`src/rtl/visualizador_suma.sv`:
```
// visualizador_suma: captures the 9-bit adder sum on a load pulse and converts it
// to three BCD digits with a sequential double-dabble FSM. The registered result
// drives a 3-digit multiplexed 7-segment display with leading-zero blanking.
// The decimal point of the units digit shows the adder carry (sum[8]).
//
// Handshake: listo=1 only in IDLE, and a load is accepted on any rising clk edge
// where cargar=1 and listo=1. A load requested while listo=0 is dropped, not
// queued. valido is a one-cycle pulse in the cycle that bcd first holds the new
// value. Between two loads, bcd and the carry flag keep their previous values.
module visualizador_suma #(
  parameter int DIV_REFRESH = 50000
) (
  input  logic        clk,
  input  logic        rst,
  input  logic [8:0]  sum,
  input  logic        cargar,
  output logic        listo,
  output logic        valido,
  output logic [11:0] bcd,
  output logic [6:0]  seg,
  output logic        dp,
  output logic [2:0]  an,
  output logic [1:0]  o_dbg_estado
);

  localparam int RW = (DIV_REFRESH > 2) ? $clog2(DIV_REFRESH) : 1;

  typedef enum logic [1:0] {
    IDLE      = 2'd0,
    DESPLAZAR = 2'd1,
    FIN       = 2'd2
  } estado_t;

  estado_t       r_estado;
  estado_t       w_estado_sig;

  logic [8:0]    r_desp;        // shift register holding the remaining sum bits
  logic [11:0]   r_acc;         // BCD accumulator under construction
  logic [3:0]    r_iter;        // number of shifts already done
  logic          r_carry_trab;  // carry captured with the current conversion
  logic [11:0]   r_bcd;         // last completed conversion
  logic          r_carry_flag;  // carry that belongs to r_bcd

  logic [RW-1:0] r_refresco;
  logic [1:0]    r_idx;

  logic          w_acepta;
  logic          w_ultimo;
  logic [11:0]   w_acc_aj;
  logic [11:0]   w_acc_sig;
  logic [8:0]    w_desp_sig;
  logic [3:0]    w_nibble;
  logic          w_blanco;

  // Add 3 to a nibble that is 5 or more, so the next shift carries correctly.
  function automatic logic [3:0] f_ajuste(input logic [3:0] n);
    return (n >= 4'd5) ? (n + 4'd3) : n;
  endfunction

  // Active-low 7-segment code; anything outside 0..9 is shown blank.
  function automatic logic [6:0] f_seg(input logic [3:0] d);
    logic [6:0] s;
    case (d)
      4'd0:    s = 7'h40;
      4'd1:    s = 7'h79;
      4'd2:    s = 7'h24;
      4'd3:    s = 7'h30;
      4'd4:    s = 7'h19;
      4'd5:    s = 7'h12;
      4'd6:    s = 7'h02;
      4'd7:    s = 7'h78;
      4'd8:    s = 7'h00;
      4'd9:    s = 7'h10;
      default: s = 7'h7F;
    endcase
    return s;
  endfunction

  assign w_acepta   = (r_estado == IDLE) && cargar;
  assign w_ultimo   = (r_estado == DESPLAZAR) && (r_iter == 4'd8);
  assign w_acc_aj   = {f_ajuste(r_acc[11:8]), f_ajuste(r_acc[7:4]), f_ajuste(r_acc[3:0])};
  assign w_acc_sig  = {w_acc_aj[10:0], r_desp[8]};
  assign w_desp_sig = {r_desp[7:0], 1'b0};

  // FSM state register.
  always_ff @(posedge clk or posedge rst) begin
    if (rst) r_estado <= IDLE;
    else     r_estado <= w_estado_sig;
  end

  // FSM next state and handshake outputs.
  always_comb begin
    w_estado_sig = r_estado;
    listo        = 1'b0;
    valido       = 1'b0;
    case (r_estado)
      IDLE: begin
        listo = 1'b1;
        if (cargar) w_estado_sig = DESPLAZAR;
      end
      DESPLAZAR: begin
        if (r_iter == 4'd8) w_estado_sig = FIN;
      end
      FIN: begin
        valido       = 1'b1;
        w_estado_sig = IDLE;
      end
      default: w_estado_sig = IDLE;
    endcase
  end

  assign o_dbg_estado = r_estado;

  // Conversion datapath: load on accept, adjust-and-shift while converting.
  always_ff @(posedge clk or posedge rst) begin
    if (rst) begin
      r_desp       <= '0;
      r_acc        <= '0;
      r_iter       <= '0;
      r_carry_trab <= 1'b0;
    end else if (w_acepta) begin
      r_desp       <= sum;
      r_acc        <= '0;
      r_iter       <= '0;
      r_carry_trab <= sum[8];
    end else if (r_estado == DESPLAZAR) begin
      r_desp <= w_desp_sig;
      r_acc  <= w_acc_sig;
      r_iter <= r_iter + 4'd1;
    end
  end

  // Result registers change only when a conversion completes.
  always_ff @(posedge clk or posedge rst) begin
    if (rst) begin
      r_bcd        <= '0;
      r_carry_flag <= 1'b0;
    end else if (w_ultimo) begin
      r_bcd        <= w_acc_sig;
      r_carry_flag <= r_carry_trab;
    end
  end

  assign bcd = r_bcd;

  // Display scan: hold each digit for DIV_REFRESH cycles, then move to the next.
  always_ff @(posedge clk or posedge rst) begin
    if (rst) begin
      r_refresco <= '0;
      r_idx      <= '0;
    end else if (r_refresco == RW'(DIV_REFRESH - 1)) begin
      r_refresco <= '0;
      r_idx      <= (r_idx == 2'd2) ? 2'd0 : (r_idx + 2'd1);
    end else begin
      r_refresco <= r_refresco + RW'(1);
    end
  end

  // Digit selection, leading-zero blanking and decimal point.
  always_comb begin
    w_nibble = 4'd0;
    w_blanco = 1'b1;
    an       = 3'b111;
    case (r_idx)
      2'd0: begin
        an       = 3'b110;
        w_nibble = r_bcd[3:0];
        w_blanco = 1'b0;
      end
      2'd1: begin
        an       = 3'b101;
        w_nibble = r_bcd[7:4];
        w_blanco = (r_bcd[11:4] == 8'd0);
      end
      2'd2: begin
        an       = 3'b011;
        w_nibble = r_bcd[11:8];
        w_blanco = (r_bcd[11:8] == 4'd0);
      end
      default: begin
        an       = 3'b111;
        w_blanco = 1'b1;
      end
    endcase
    seg = w_blanco ? 7'h7F : f_seg(w_nibble);
    dp  = !((r_idx == 2'd0) && r_carry_flag);
  end

endmodule

```
`config.mk`:
```
export PLATFORM = sky130hd
export DESIGN_NAME = visualizador_suma
export DESIGN_NICKNAME = d
export VERILOG_FILES = /design/src/rtl/visualizador_suma.sv
export SDC_FILE = /design/constraint.sdc
export NUM_CORES = 1
export LEC_CHECK = 0
export ABC_CLOCK_PERIOD_IN_PS = 4400
export BUFFER_PORTS_ARGS = -buffer_cell sky130_fd_sc_hd__buf_2
export CAP_MARGIN = 20
export CORE_ASPECT_RATIO = 0.8
export CORE_MARGIN = 3
export CORE_UTILIZATION = 40
export DETAILED_ROUTE_END_ITERATION = 10
export GPL_TIMING_DRIVEN = 1
export PLACE_DENSITY_LB_ADDON = 0.3
export SYNTH_ARGS = -nofsm -noshare
export SYNTH_HDL_FRONTEND = slang
export SYNTH_SLANG_ARGS = --single-unit
```
`constraint.sdc`:
```
create_clock -name clk -period 4.4 [get_ports clk]
set_input_delay 0.22 -clock clk [delete_from_list [all_inputs] [get_ports clk]]
set_output_delay 0.22 -clock clk [all_outputs]
set_load 0.005 [all_outputs]
```
==> results by group <==
Status
  – Status: finished clean

Placement
  – GPL Wtd Cong: roughly 0.83
  – Port bufs: 38
  – Dpl hpwl: about 4600 um
  – Placed insts: about 460

Global route
  – Vias in the first global route: around 2200
  – Total track usage: 0.155
  – Grt ovf: 0
  – Global-route wire length before repair: roughly 11000 um
  – Largest net degree at the start of global routing: 60
  – Initial antenna violation count: 0

Clock network
  – # clock sinks: 59
  – Worst-path clk slew: about 0.06 ns
  – CTS Buf Count: 9
  – H-tree depth: 3
  – Clk Latency, worst-skew pair: between 0.3 and 0.4 ns
  – Cts repair resizes: 0
  – CTS root buf: clkbuf_8
  – Hold Buf Count CTS: 0
  – Clock Tree Buf Depth: 2
  – # Post-CTS Setup Buffers: 0
  – TritonCTS clock tree: done

Power and ir drop
  – Static Leak: between 1.5 and 2 nW
  – Pwr dens: roughly 630 mW/mm^2
  – Reg power frac: 0.393
  – NetSw: 0.000866 W
  – Max VDD drop: around 0.25 mV
  – Combinational Power Share: 0.397
  – Part of the power in the clock network: 0.210
  – Switch share: 0.386
  – Internal: roughly 0.0014 W

Layout
  – Layout Nets: approximately 390
  – Area Overhead vs Synth: 15.2%
  – Fraction of layout cells with a size suffix above 1: 0.186
  – Non-filler instance count after layout: about 470
  – Diodes inserted: 0
  – Commonest non-fill, non-tap cell in the layout: dfrtp_1
  – Commonest non-fill, non-tap cells in the layout: dfrtp_1, nand2_1, buf_2, o21ai_0, nor2_1

STA
  – Clk_skew: roughly 0.005 ns
  – Final setup viols: 0
  – Period minus WS final: 2.69 ns
  – Measured slew at the worst slew-check pin: about 0.80 ns
  – RSZ-0062 raised after global routing: no
  – Final Max Tran Viols: 0
  – Slew headroom: 0.465
  – Setup TNS: 0 ns
  – Hold Vio Cnt, Final: 0
  – Fin crit share: 0.611
  – Fmax: 372 MHz

Route
  – Via count: around 2400
  – WL final: between 6000 and 7000 um
  – Detail Route Antenna Nets: 0
  – Vias per cell: 5.09
  – Number of remaining DRC errors: 0
  – Detail Route met3 WL: between 200 and 300 um
  – Initial DRT Pass Iterations: 4
  – Met2 routed WL: roughly 2800 um
  – Drt wl/cell: roughly 14 um
  – DRT met1 WL: approximately 3300 um
  – DR top layer: met4
  – DRT iter0 DRCs: between 90 and 100

Logic synthesis
  – Largest family of logic cells by synthesized area: simple AND/OR/NAND/NOR gates
  – Syn nets: 350
  – Area share of and/or/nand/nor cells after synthesis: 0.202
  – Synth Area in Adders: 0.0566
  – Yosys warning count: 0
  – Syn avg cell area: 9.55 um^2
  – Sequential cell area fraction in the yosys report: 0.477
  – Distinct cell type count after synthesis: 44
  – Xor and xnor fraction of the mapped netlist area: 0.0396
  – Mapped cell area: 0.00309 mm^2
  – Synthesized flop and latch total: roughly 60
  – Compound-gate portion of the synthesized area: 0.129
  – Post-Synthesis Cells: between 300 and 400
  – Mux cell area share after synthesis: 0.0562

Floorplan
  – I/O pin count: 39
  – Die ar.: roughly 0.009 mm^2
  – Die height: roughly 85 um
  – Starting Density: 0.415
  – Rows: 28
  – Core Box Area: about 0.0075 mm^2
  – Die width: 104 um

Critical path
  – Worst setup SP type: register
  – Maximum fanout along the worst path: 11
  – Crit path kind: reg -> out
  – Worst r2r path cells: 5
  – Crit path arrival time: 2.47 ns
  – Nature of the critical path endpoint: primary output
  – Worst EP required: roughly 4.2 ns

Job
  – Max_cap viols: 0

Hold path
  – Hold WC Path Type: in -> async
[metal layers]
metal  vias up  global-route usage
met2        44               0.221
met4         0              0.0399
met1      1144               0.218
met5         -                   0
li1       1203                   -
met3         8              0.0638
[cells in the mapped netlist, drive strengths merged]
master | n | area share
dfrtp | 59 | 0.48
nand2 | 54 | 0.066
o21ai | 31 | 0.050
inv | 17 | 0.021
nor2 | 17 | 0.021
nand3 | 15 | 0.024
ha | 14 | 0.057
mux2i | 11 | 0.036
a22oi | 9 | 0.022
clkbuf | 9 | 0.011
xor2 | 8 | 0.023
nand2b | 7 | 0.014
a21oi | 6 | 0.0097
xnor2 | 6 | 0.017
mux2 | 5 | 0.021
nor3 | 5 | 0.0081
and3 | 4 | 0.0081
buf | 4 | 0.0073
o2bb2ai | 4 | 0.013
o31ai | 4 | 0.0097
or4 | 4 | 0.011
a31oi | 3 | 0.0061
nand4 | 3 | 0.0061
nor2b | 3 | 0.0061
nor3b | 3 | 0.0073
o211ai | 3 | 0.0073
or3b | 3 | 0.0085
and2 | 2 | 0.0045
nand4b | 2 | 0.0057
nor4 | 2 | 0.0040
or3 | 2 | 0.0040
a2bb2oi | 1 | 0.0028
a32oi | 1 | 0.0028
nand4bb | 1 | 0.0036
o311ai | 1 | 0.0028
o41ai | 1 | 0.0028
[through the flow]
step	util	hold WS [ns]	total power (W)	cell area [um^2]	setup WS, ns
CTS	0.478	0.0768	0.00227	3560	1.70
finish	0.478	0.0937	0.00224	3560	1.71
detailed placement	0.453	0.445	0.00179	3380	2.08
global route	0.478	0.101	0.00245	3560	1.51
global placement	0.453	0.434	0.00176	3380	2.17
floorplan	-	0.325	0.00148	3090	2.60
[power groups by stage]
stage / Clock (W) / Sequential, W / Combinational, W
global route: 0.000510 / 0.000909 / 0.00103
CTS: 0.000485 / 0.000879 / 0.000904
finish: 0.000470 / 0.000881 / 0.000892
detailed placement: 0 / 0.000889 / 0.000899
global placement: 0 / 0.000886 / 0.000879
floorplan: 0 / 0.000845 / 0.000631
[logic make-up (layout without fill, tap and decap cells)]
kind of cell               Yosys count  after routing
buffers and inverters               30             72
and+or+nand+nor                    127            127
adders and majority gates           14             14
AOI/OAI and AO/OA                   64             64
muxes                               16             16
DFF                                 59             59
xor gates and xnor gates            14             14
[flip-flops by register name, summed over array words and instances (netlist names)]
signal / flops
bcd: 12
r_refresco: 16
r_iter: 4
o_dbg_estado: 2
r_carry_trab: 1
r_acc: 12
r_desp: 9
r_carry_flag: 1
r_idx: 2
[final cells by class]
class,instances,area (um^2)
clock inverters,3,40.0
flip-flops and latches,59,1480
well taps,105,131
clock buffers,11,141
inverters,17,63.8
repair buffers,41,213
fillers,720,3900
multi-input cells,235,1500
[path summary, 6_finish.rpt]
path | start | to | slack, ns
worst max register to register | o_dbg_estado[1] | bcd[11] | 2.22
max in group asynchronous | rst | o_dbg_estado[0] | 3.81
worst max-delay path | r_idx[0] | seg[3] | 1.71
worst min-delay path | rst | r_refresco[12] | 0.09
worst min register to register | r_desp[6] | r_desp[6] | 0.48
min in group clk | sum[0] | r_desp[0] | 0.10
[critical path, cell delays in order, from the launching register on]
cell and delay [ns]:
dfrtp_1 0.55, nor2b_1 0.48, o2bb2ai_1 0.25, inv_1 0.13, ha_1 0.32, mux2i_1 0.14
o211ai_1 0.09, buf_2 0.17
(Power assumes the default switching activity.)
